[config.mk]
export PLATFORM = sky130hd
export DESIGN_NAME = dff_share_arbiter
export DESIGN_NICKNAME = d
export VERILOG_FILES = /design/src/rtl/dff_share_arbiter.sv
export SDC_FILE = /design/constraint.sdc
export NUM_CORES = 1
export LEC_CHECK = 0
export ABC_AREA = 1
export CORE_UTILIZATION = 42
export CTS_CLUSTER_SIZE = 16
export DETAILED_ROUTE_END_ITERATION = 6
export PLACE_DENSITY = 0.83
export REMOVE_ABC_BUFFERS = 1
export SLEW_MARGIN = 20
export SYNTH_ARGS = -nofsm -noshare
export SYNTH_HDL_FRONTEND = slang
export SYNTH_SLANG_ARGS = --single-unit
[constraint.sdc]
create_clock -name clk -period 2.3 [get_ports clk]
set_clock_uncertainty 0.05 [all_clocks]
set_input_delay 0.46 -clock clk [delete_from_list [all_inputs] [get_ports clk]]
set_output_delay 0.46 -clock clk [all_outputs]
set_load 0.01 [all_outputs]
[src/rtl/dff_share_arbiter.sv]
// -----------------------------------------------------------------------------
// dff_share_arbiter
//
// Round-robin write arbiter in front of one shared WIDTH-bit register.
// Each cycle the eligible requesters are scanned starting at the round-robin
// pointer. The winner's data is loaded into the shared register and the winner
// gets a one-cycle grant pulse.
//
// Ports:
//   clk    in   1              rising-edge clock
//   rst    in   1              asynchronous active-high reset
//   req    in   NUM_REQ        level write requests, bit i = requester i
//   wdata  in   NUM_REQ*WIDTH  packed write data, slice i = requester i
//   gnt    out  NUM_REQ        registered one-hot grant pulse
//   q      out  WIDTH          shared register contents
//   q_vld  out  1              register written at least once since reset
//   owner  out  IDXW           index of the requester that last wrote q
//   busy   out  1              high while the FSM is in GRANT
// -----------------------------------------------------------------------------
module dff_share_arbiter #(
  parameter  int NUM_REQ = 4,
  parameter  int WIDTH   = 8,
  localparam int IDXW    = $clog2(NUM_REQ)
) (
  input  logic                     clk,
  input  logic                     rst,
  input  logic [NUM_REQ-1:0]       req,
  input  logic [NUM_REQ*WIDTH-1:0] wdata,
  output logic [NUM_REQ-1:0]       gnt,
  output logic [WIDTH-1:0]         q,
  output logic                     q_vld,
  output logic [IDXW-1:0]          owner,
  output logic                     busy
);

  typedef enum logic [0:0] {
    ST_IDLE  = 1'b0,
    ST_GRANT = 1'b1
  } state_e;

  state_e              state_q, state_d;
  logic [NUM_REQ-1:0]  gnt_q, gnt_d;
  logic [WIDTH-1:0]    data_q, data_d;
  logic                vld_q, vld_d;
  logic [IDXW-1:0]     owner_q, owner_d;
  logic [IDXW-1:0]     rr_ptr_q, rr_ptr_d;
  logic                busy_q, busy_d;

  logic [NUM_REQ-1:0]  elig_s;
  logic                win_found_s;
  logic [IDXW-1:0]     win_idx_s;

  // Winner search: first eligible requester at or after rr_ptr, wrapping.
  // The requester currently holding gnt is masked so it cannot win twice in a row.
  always_comb begin
    int cand;
    cand        = 0;
    elig_s      = req & ~gnt_q;
    win_found_s = 1'b0;
    win_idx_s   = '0;
    for (int off = 0; off < NUM_REQ; off++) begin
      cand = int'(rr_ptr_q) + off;
      if (cand >= NUM_REQ) begin
        cand = cand - NUM_REQ;
      end else begin
        cand = cand;
      end
      if (!win_found_s && elig_s[cand]) begin
        win_found_s = 1'b1;
        win_idx_s   = IDXW'(cand);
      end else begin
        win_found_s = win_found_s;
      end
    end
  end

  // Next-state and next-output logic of the IDLE/GRANT FSM.
  always_comb begin
    state_d  = state_q;
    gnt_d    = '0;
    data_d   = data_q;
    vld_d    = vld_q;
    owner_d  = owner_q;
    rr_ptr_d = rr_ptr_q;
    busy_d   = 1'b0;
    case (state_q)
      ST_IDLE, ST_GRANT: begin
        if (win_found_s) begin
          state_d = ST_GRANT;
          busy_d  = 1'b1;
          gnt_d   = NUM_REQ'(1'b1) << win_idx_s;
          // Only the winner's slice is selected, so other slices never reach q.
          data_d  = wdata[int'(win_idx_s)*WIDTH +: WIDTH];
          vld_d   = 1'b1;
          owner_d = win_idx_s;
          if (win_idx_s == IDXW'(NUM_REQ-1)) begin
            rr_ptr_d = '0;
          end else begin
            rr_ptr_d = win_idx_s + IDXW'(1'b1);
          end
        end else begin
          state_d = ST_IDLE;
          busy_d  = 1'b0;
          gnt_d   = '0;
        end
      end
      default: begin
        state_d = ST_IDLE;
        busy_d  = 1'b0;
        gnt_d   = '0;
      end
    endcase
  end

  // State and output registers; reset clears everything immediately.
  always_ff @(posedge clk or posedge rst) begin
    if (rst) begin
      state_q  <= ST_IDLE;
      gnt_q    <= '0;
      data_q   <= '0;
      vld_q    <= 1'b0;
      owner_q  <= '0;
      rr_ptr_q <= '0;
      busy_q   <= 1'b0;
    end else begin
      state_q  <= state_d;
      gnt_q    <= gnt_d;
      data_q   <= data_d;
      vld_q    <= vld_d;
      owner_q  <= owner_d;
      rr_ptr_q <= rr_ptr_d;
      busy_q   <= busy_d;
    end
  end

  assign gnt   = gnt_q;
  assign q     = data_q;
  assign q_vld = vld_q;
  assign owner = owner_q;
  assign busy  = busy_q;

endmodule

# ---- Yosys cells after proc, flatten, opt, wreduce, memory -nomap -nowiden
# Cells that the tools add are included.
dict set report totals {
  register_bits 18
  input_bits 38
  out_inout_bits 16
  word_cells 60
}
dict set report op_classes {
  n_addsub 8
  n_lt_le_gt_ge 8
  n_eq_ne 1
  shift 2
  n_mux 27
  n_bitwise 2
  reduce_logical 6
}
# op n
set ops {}
lappend ops {{$lt A32 B4 Y1 const B} 4}
lappend ops {{$mux W32} 4}
lappend ops {{$shiftx A32 B6 Y8} 1}
lappend ops {{$mux W1} 13}
lappend ops {{$sub A3 B3 Y4 const B} 3}
lappend ops {{$mux W2} 5}
lappend ops {{$ge A3 B3 Y1 const B} 3}
lappend ops {{$bmux W1 S2} 4}
lappend ops {{$add A2 B2 Y3 const B} 2}
lappend ops {{$and A4 B4 Y4} 1}
lappend ops {{$mux W4} 1}
lappend ops {{$not A4 Y4} 1}
lappend ops {{$shl A1 B2 Y4 const A} 1}
lappend ops {{$sub A2 B3 Y4 const B} 1}
lappend ops {{$add A2 B1 Y3 const B} 1}
lappend ops {{$ge A2 B3 Y1 const B} 1}
lappend ops {{$logic_and A1 B1 Y1} 3}
lappend ops {{$logic_not A1 Y1} 3}
lappend ops {{$add A2 B1 Y2 const B} 1}
lappend ops {{$eq A2 B2 Y1 const B} 1}

# ---- Logic depth before layout (Yosys ltp)
# Gate-level depths: netlist of the first run.
dict set report depth {
  word_depth 17
  mapped_depth 16
  ltp_nobuf 14
}

# ---- Worst setup path after synthesis of the first run
# Ideal clock, no wire load.
dict set report synth_timing {
  path_kind {register -> register}
  from {register rr_ptr_q[0]}
  to {register data_q[1] (netlist: q[1])}
  setup_ps 117
  arrival_time_ps 1545
  t_required_ps 2133
  slack_ps 588
  stages_incl_launch_ff 17
  path_buffers 2
  period_less_slack_ps 1712
  path_cell_list {dfrtp_1 > buf_6 > inv_6 > nand2_1 > nand2_2 > nand3_1 > nand2_2 > nand4_1 > nand2_2 > nand2_2 > buf_6 > nand2_1 > nand2_1 > nand2_1 > nand2_1 > nand2_1 > nand2_1}
}
dict set report synth_via {
  elab_chain_cells 16
  word_cells_on_any_way 42
  cone_classes {7 x add/sub; 4 x order compare; 1 x shift; 24 x mux; 6 x reduce/logical}
}
# element line
set synth_lines {}
lappend synth_lines {{start: declaration} 46} ;# logic [IDXW-1:0] rr_ptr_q, rr_ptr_d;
lappend synth_lines {{start signal: assignment} 131} ;# rr_ptr_q <= rr_ptr_d;
lappend synth_lines {{parallel branches: the longest is 16 deep, another holds $sub A3 B3 Y4} --}
lappend synth_lines {{end signal: assignment} 128} ;# data_q <= data_d;
lappend synth_lines {{end: declaration} 43} ;# logic [WIDTH-1:0] data_q, data_d;
# Several ways; the timed one is not identified. The select of a mux whose other input is x is not followed.
# A chain may end at the register's enable or synchronous reset.

# ---- Final worst setup path of the first run
dict set report layout_timing {
  from {register rr_ptr_q[0]}
  to {register data_q[6] (netlist: q[6])}
}
# Same word-level chain as after synthesis.

==> flow_metrics.py, run 1 <==
metrics = {
    "outcome": {
        "status": "finished with violations",
        "violations": "design-rule violations",
    },
    "timing": {
        "worst_pin_slew_ns": 0.652,
        "hold_viol_final": 0,
        "fmax_mhz": 491,
        "setup_violations": 0,
        "finalCriticalPeriod_ns": 2.04,
        "slew-limit-headroom_pct": 56.5,
        "drv_slew": 0,
        "grt_setup_unrepaired": "false",
        "fin_crit_sh_pct": 88.5,
    },
    "floorplan": {
        "boundaryPins": 54,
        "rows": 19,
        "die-width_um": 57.2,
        "die_h_um": 57.2,
        "initial_core_util_pct": 45.2,
        "core_area_um2": 2830,
        "die_area_um2": 3270,
    },
    "clocking": {
        "cts_tree": "built",
        "cts.path.max_buffers": 2,
        "cts_buffers": 3,
        "htreeDepth": 1,
        "clock-sinks": 18,
        "cts_setup_buffers": 0,
        "clk_pin_slew_worst_paths_ns": 0.10,
        "cts_resized": 0,
        "ctsHoldBuffers": 0,
        "cts_root_buffer": "clkbuf_4",
        "clkLatencyLatePin_ns": 0.29,
    },
    "drt": {
        "routed_wirelength_mm": 3.13,
        "postRouteAntennaNets": 0,
        "vias": 1387,
        "remaining_drc_errors": 4,
        "routed_via_density": 4.94,
        "first_iter_violations": 44,
        "routedWlPerCell_um": 11.1,
        "dr.pass1.iters": 7,
    },
    "placement": {
        "dp_hpwl_mm": 2.52,
        "portBuffers": 53,
        "gp_congestion": 0.825,
        "dp_cells": 278,
        "dpl_cell_area_um2": 1850,
    },
    "finish": {
        "layout.nets": 290,
        "antennaDiodeCount": 0,
        "mostFrequentLayoutCells": "nand2_1, clkdlybuf4s50_1, nand3_1, dfrtp_1, inv_1",
        "final_cells": 281,
        "final_cell_area_um2": 1870,
        "fillCellCount": 264,
        "area_growth_pct": 46.4,
        "drive_above_1_share_pct": 12.4,
        "final_common_cell": "nand2_1",
    },
    "pwr": {
        "swShare_pct": 50.9,
        "power.share.clock_pct": 4.8,
        "totalPowerFinal_uw": 3190,
        "intPower_uw": 1560,
        "peakVddDrop_mv": 0.967,
        "comb_power_share_pct": 76.1,
        "p_sw_uw": 1620,
        "power.density_nw_per_um2": 1700,
        "pwr-share-seq_pct": 19.2,
        "p_leak_uw": 0.000979,
    },
    "global_routing": {
        "grt_max_degree": 19,
        "grt_pass1_wl_mm": 5.60,
        "track_usage_pct": 21.6,
        "grt_overflow": 0,
        "grt_pass1_vias": 1350,
        "antenna_found_initial": 0,
    },
    "worst_setup_path": {
        "crit_start": "rr_ptr_q[0]$_DFFE_PP0P_",
        "critPathMaxFanout": 12,
        "arrival_ns": 2.22,
        "required_ns": 2.48,
        "worstSetupPathType": "register to register",
        "crit_path_start_kind": "register",
        "endpoint_kind": "register",
        "r2r-start": "rr_ptr_q[0]$_DFFE_PP0P_",
    },
    "synthesis": {
        "synth_cell_types": 22,
        "syn_inst": 195,
        "yosys_register_bits": 18,
        "yosysSeqAreaShare_pct": 35.2,
        "synth_area_per_cell_um2": 6.56,
        "yosysWarningCount": 0,
        "syn_area_um2": 1280,
    },
    "min_path": {
        "min-delay-start": "q_vld$_DFFE_PP0P_",
        "hp-class": "register to register",
    },
    "flow_run": {
        "drv_cap": 0,
    },
}
[per-layer routing]
| metal | up-vias | GRT usage, % | share of wire [%] |
|---|---|---|---|
| li1 | 720 | - | - |
| met1 | 611 | 24.8 | 42 |
| met2 | 49 | 40.5 | 50 |
| met3 | 7 | 4.31 | 5.4 |
| met4 | 0 | 6.27 | 2.0 |
| met5 | - | 0 | 0 |
[synthesized netlist by cell type (all sizes together)]
cell type | instances | area (µm²)
nand4 | 1 | 6.26
or2 | 1 | 6.26
nand2 | 109 | 429
o21ai | 1 | 5.00
nor2 | 2 | 7.51
nor3 | 1 | 5.00
dfrtp | 18 | 450
o211ai | 1 | 7.51
inv | 15 | 61.3
buf | 8 | 66.3
nand3 | 33 | 208
a21oi | 4 | 23.8
clkbuf | 1 | 3.75
[metrics by stage]
stage | util [%] | worst slack [ns] | hold slack [ns] | TNS (ns)
global route | 66.3 | 0.0599 | 0.465 | 0
finish | 66.3 | 0.264 | 0.433 | 0
global placement | 65.5 | 0.00779 | 0.407 | 0
detailed placement | 65.5 | -0.0102 | 0.411 | -0.0141
CTS | 66.3 | 0.259 | 0.433 | 0
floorplan | - | 0.344 | 0.349 | 0
[worst paths after layout]
check                                          to  slack, ns  cells past startpoint
worst max-delay path             q[6]$_DFFE_PP0P_       0.26                     10
max in group asynchronous        q[4]$_DFFE_PP0P_       1.27                      2
worst min-delay path            q_vld$_DFFE_PP0P_       0.43                      1
worst max register to register   q[6]$_DFFE_PP0P_       0.26                     10
min in group asynchronous       q_vld$_DFFE_PP0P_       0.51                      2
worst min register to register  q_vld$_DFFE_PP0P_       0.43                      1
[registers in the layout (all words and copies together), names as in the netlist]
signal	count
busy	1
q_vld	1
q	8
rr_ptr_q	2
owner	2
gnt	4
[layout make-up]
class,count,area (µm²),area share (%)
Inverter,15,61.3,3.27
Tap cell,31,38.8,2.07
Multi-Input combinational cell,153,698,37.2
Sequential cell,18,450,24.0
Clock buffer,3,22.5,1.20
Timing Repair Buffer,61,603,32.2
[cells by family after synthesis]
kind of cell / synth area share, %
compound gates: 2.83
flops: 35.2
simple gates: 51.7
buf+inv: 10.3
[power by group through the flow]
stage | Combinational (µW) | Sequential, µW | Clock (µW)
after floorplan | 1470 | 647 | 0
after global placement | 2420 | 612 | 0
after detailed placement | 2450 | 612 | 0
after CTS | 2460 | 610 | 156
after global routing | 2800 | 625 | 169
final | 2420 | 611 | 152
[critical path, cell delays in order (launching register included)]
cell and delay, ns:
dfrtp_1 0.66, nand2_1 0.13, nand2_2 0.12, nand3_1 0.09, nand2_2 0.09, nand2_1 0.05
nor2_1 0.11, nand2_1 0.15, inv_1 0.32, nand2_1 0.11, nand2_1 0.09
No activity file was read; power rests on OpenSTA's default activity.
==> inputs of run 2 (changes only) <==
--- a/config.mk
+++ b/config.mk
@@ -6,6 +6,7 @@
 export NUM_CORES = 1
 export LEC_CHECK = 0
 export ABC_AREA = 1
+export CORE_MARGIN = 5
 export CORE_UTILIZATION = 42
 export CTS_CLUSTER_SIZE = 16
 export DETAILED_ROUTE_END_ITERATION = 6
==> run 2 against run 1 <==
Non-clock buffer count is 2 lower; sequential cell count stayed put; highest routed layer unchanged; register-to-register slack better by 0.11 ns; setup slack better by 0.10 ns; final cell count is 0.36% higher; the run now ends clean.
==> flow_metrics.py, run 2 (synthesis results as in run 1) <==
metrics = {
    "worst_setup_path": {
        "arrival_ns": 2.12,
        "endpoint_kind": "register",
        "crit_start": "req[3]",
        "critPathMaxFanout": 16,
        "worstSetupPathType": "primary input to register",
        "r2r-start": "rr_ptr_q[0]$_DFFE_PP0P_",
        "required_ns": 2.49,
        "crit_path_start_kind": "primary input",
    },
    "finish": {
        "layout.nets": 288,
        "drive_above_1_share_pct": 12.4,
        "final_cells": 282,
        "antennaDiodeCount": 0,
        "area_growth_pct": 47.6,
        "mostFrequentLayoutCells": "nand2_1, clkdlybuf4s50_1, nand3_1, dfrtp_1, inv_1",
        "final_util_pct": 63.4,
        "final_common_cell": "nand2_1",
        "largest_reg_flops": 8,
    },
    "timing": {
        "worst_pin_slew_ns": 0.664,
        "hold_viol_final": 0,
        "fmax_mhz": 517,
        "hold-worst-slack_ns": 0.426,
        "setup_violations": 0,
        "totalNegativeSetupSlack_ns": 0,
        "slew-limit-headroom_pct": 55.7,
        "finalCriticalPeriod_ns": 1.94,
        "grt_setup_unrepaired": "false",
        "fin_crit_sh_pct": 84.2,
        "drv_slew": 0,
    },
    "floorplan": {
        "core_area_um2": 2980,
        "die-width_um": 65.2,
        "rows": 20,
        "die_area_um2": 4250,
        "boundaryPins": 54,
        "initial_core_util_pct": 43.0,
        "die_h_um": 65.2,
    },
    "drt": {
        "routedWlPerCell_um": 12.1,
        "postRouteAntennaNets": 0,
        "routed_wirelength_mm": 3.40,
        "dr.pass1.iters": 4,
        "routed_via_density": 4.95,
        "vias": 1397,
        "remaining_drc_errors": 0,
        "first_iter_violations": 70,
    },
    "global_routing": {
        "grt_pass1_wl_mm": 5.83,
        "grt_overflow": 0,
        "grt_max_degree": 21,
        "antenna_found_initial": 0,
        "track_usage_pct": 17.1,
        "grt_pass1_vias": 1372,
    },
    "placement": {
        "gp_congestion": 0.882,
        "dp_cells": 278,
        "dp_hpwl_mm": 2.66,
        "portBuffers": 53,
    },
    "clocking": {
        "clkLatencyLatePin_ns": 0.30,
        "cts_root_buffer": "clkbuf_4",
        "cts.path.max_buffers": 2,
        "cts_buffers": 3,
        "clock-sinks": 18,
        "cts_setup_buffers": 0,
        "htreeDepth": 1,
        "cts_tree": "built",
        "clk_pin_slew_worst_paths_ns": 0.12,
    },
    "pwr": {
        "p_leak_uw": 0.000981,
        "totalPowerFinal_uw": 3260,
        "peakVddDrop_mv": 0.832,
        "power.density_nw_per_um2": 1720,
    },
    "min_path": {
        "min-delay-start": "q_vld$_DFFE_PP0P_",
        "hp-class": "register to register",
    },
    "outcome": {
        "status": "finished clean",
    },
    "flow_run": {
        "drv_cap": 0,
    },
}
## run 2: cell count changes in the layout (fill, tap and decap cells not counted), sizes merged
cell and delta:
buf -2, clkbuf +1
## run 2: what timing repair did
action,CTS,global route
hold buffers,0,0
resized for setup,0,1
setup endpoints to repair,0,2
endpoints found under the hold margin,0,0
## run 2: critical path: stages
cell and delay [ns]:
clkdlybuf4s50_1 0.50, nand3_2 0.12, nand3_1 0.12, nand2_1 0.08, inv_2 0.07, nand3_2 0.11
nand3_4 0.09, buf_4 0.20, nand3_1 0.10, nand2_1 0.07, nand2_1 0.05, nand2_1 0.07
nand2_1 0.04, nand2_1 0.05
## run 2: where the power goes
part	internal, µW	switching (µW)
Combinational	1010	1440
Clock	96.6	104
Sequential	487	126
Total	1590	1670
## run 2: final timing paths
kind | depth (start not counted) | end | slack (ns)
hold reg to reg | 1 | q_vld$_DFFE_PP0P_ | 0.43
min in group asynchronous | 2 | busy$_DFF_PP0_ | 0.48
max in group asynchronous | 2 | rr_ptr_q[0]$_DFFE_PP0P_ | 1.26
setup reg to reg | 15 | q[4]$_DFFE_PP0P_ | 0.37
hold / removal | 1 | q_vld$_DFFE_PP0P_ | 0.43
setup / recovery | 14 | q[5]$_DFFE_PP0P_ | 0.36
## run 2: layer usage
| metal | global-route usage [%] | routed length [µm] | vias up |
|---|---|---|---|
| li1 | - | - | 715 |
| met4 | 5.44 | 69 | 0 |
| met1 | 20.5 | 1440 | 616 |
| met2 | 28.4 | 1570 | 59 |
| met5 | 0 | 0 | - |
| met3 | 6.32 | 321 | 7 |
## run 2: final cells by class
type | instances | area, µm²
Tap cell | 33 | 41.3
Timing Repair Buffer | 59 | 601
Clock buffer | 4 | 36.3
Inverter | 15 | 61.3
Fill cell | 275 | 1090
Sequential cell | 18 | 452
Multi-Input combinational cell | 153 | 698
## run 2: through the flow
stage	setup slack, ns	instance area, µm²
after CTS	0.249	1890
final	0.365	1890
after detailed placement	0.0421	1850
after global routing	0.115	1890
after floorplan	0.344	1210
after global placement	0.0759	1850
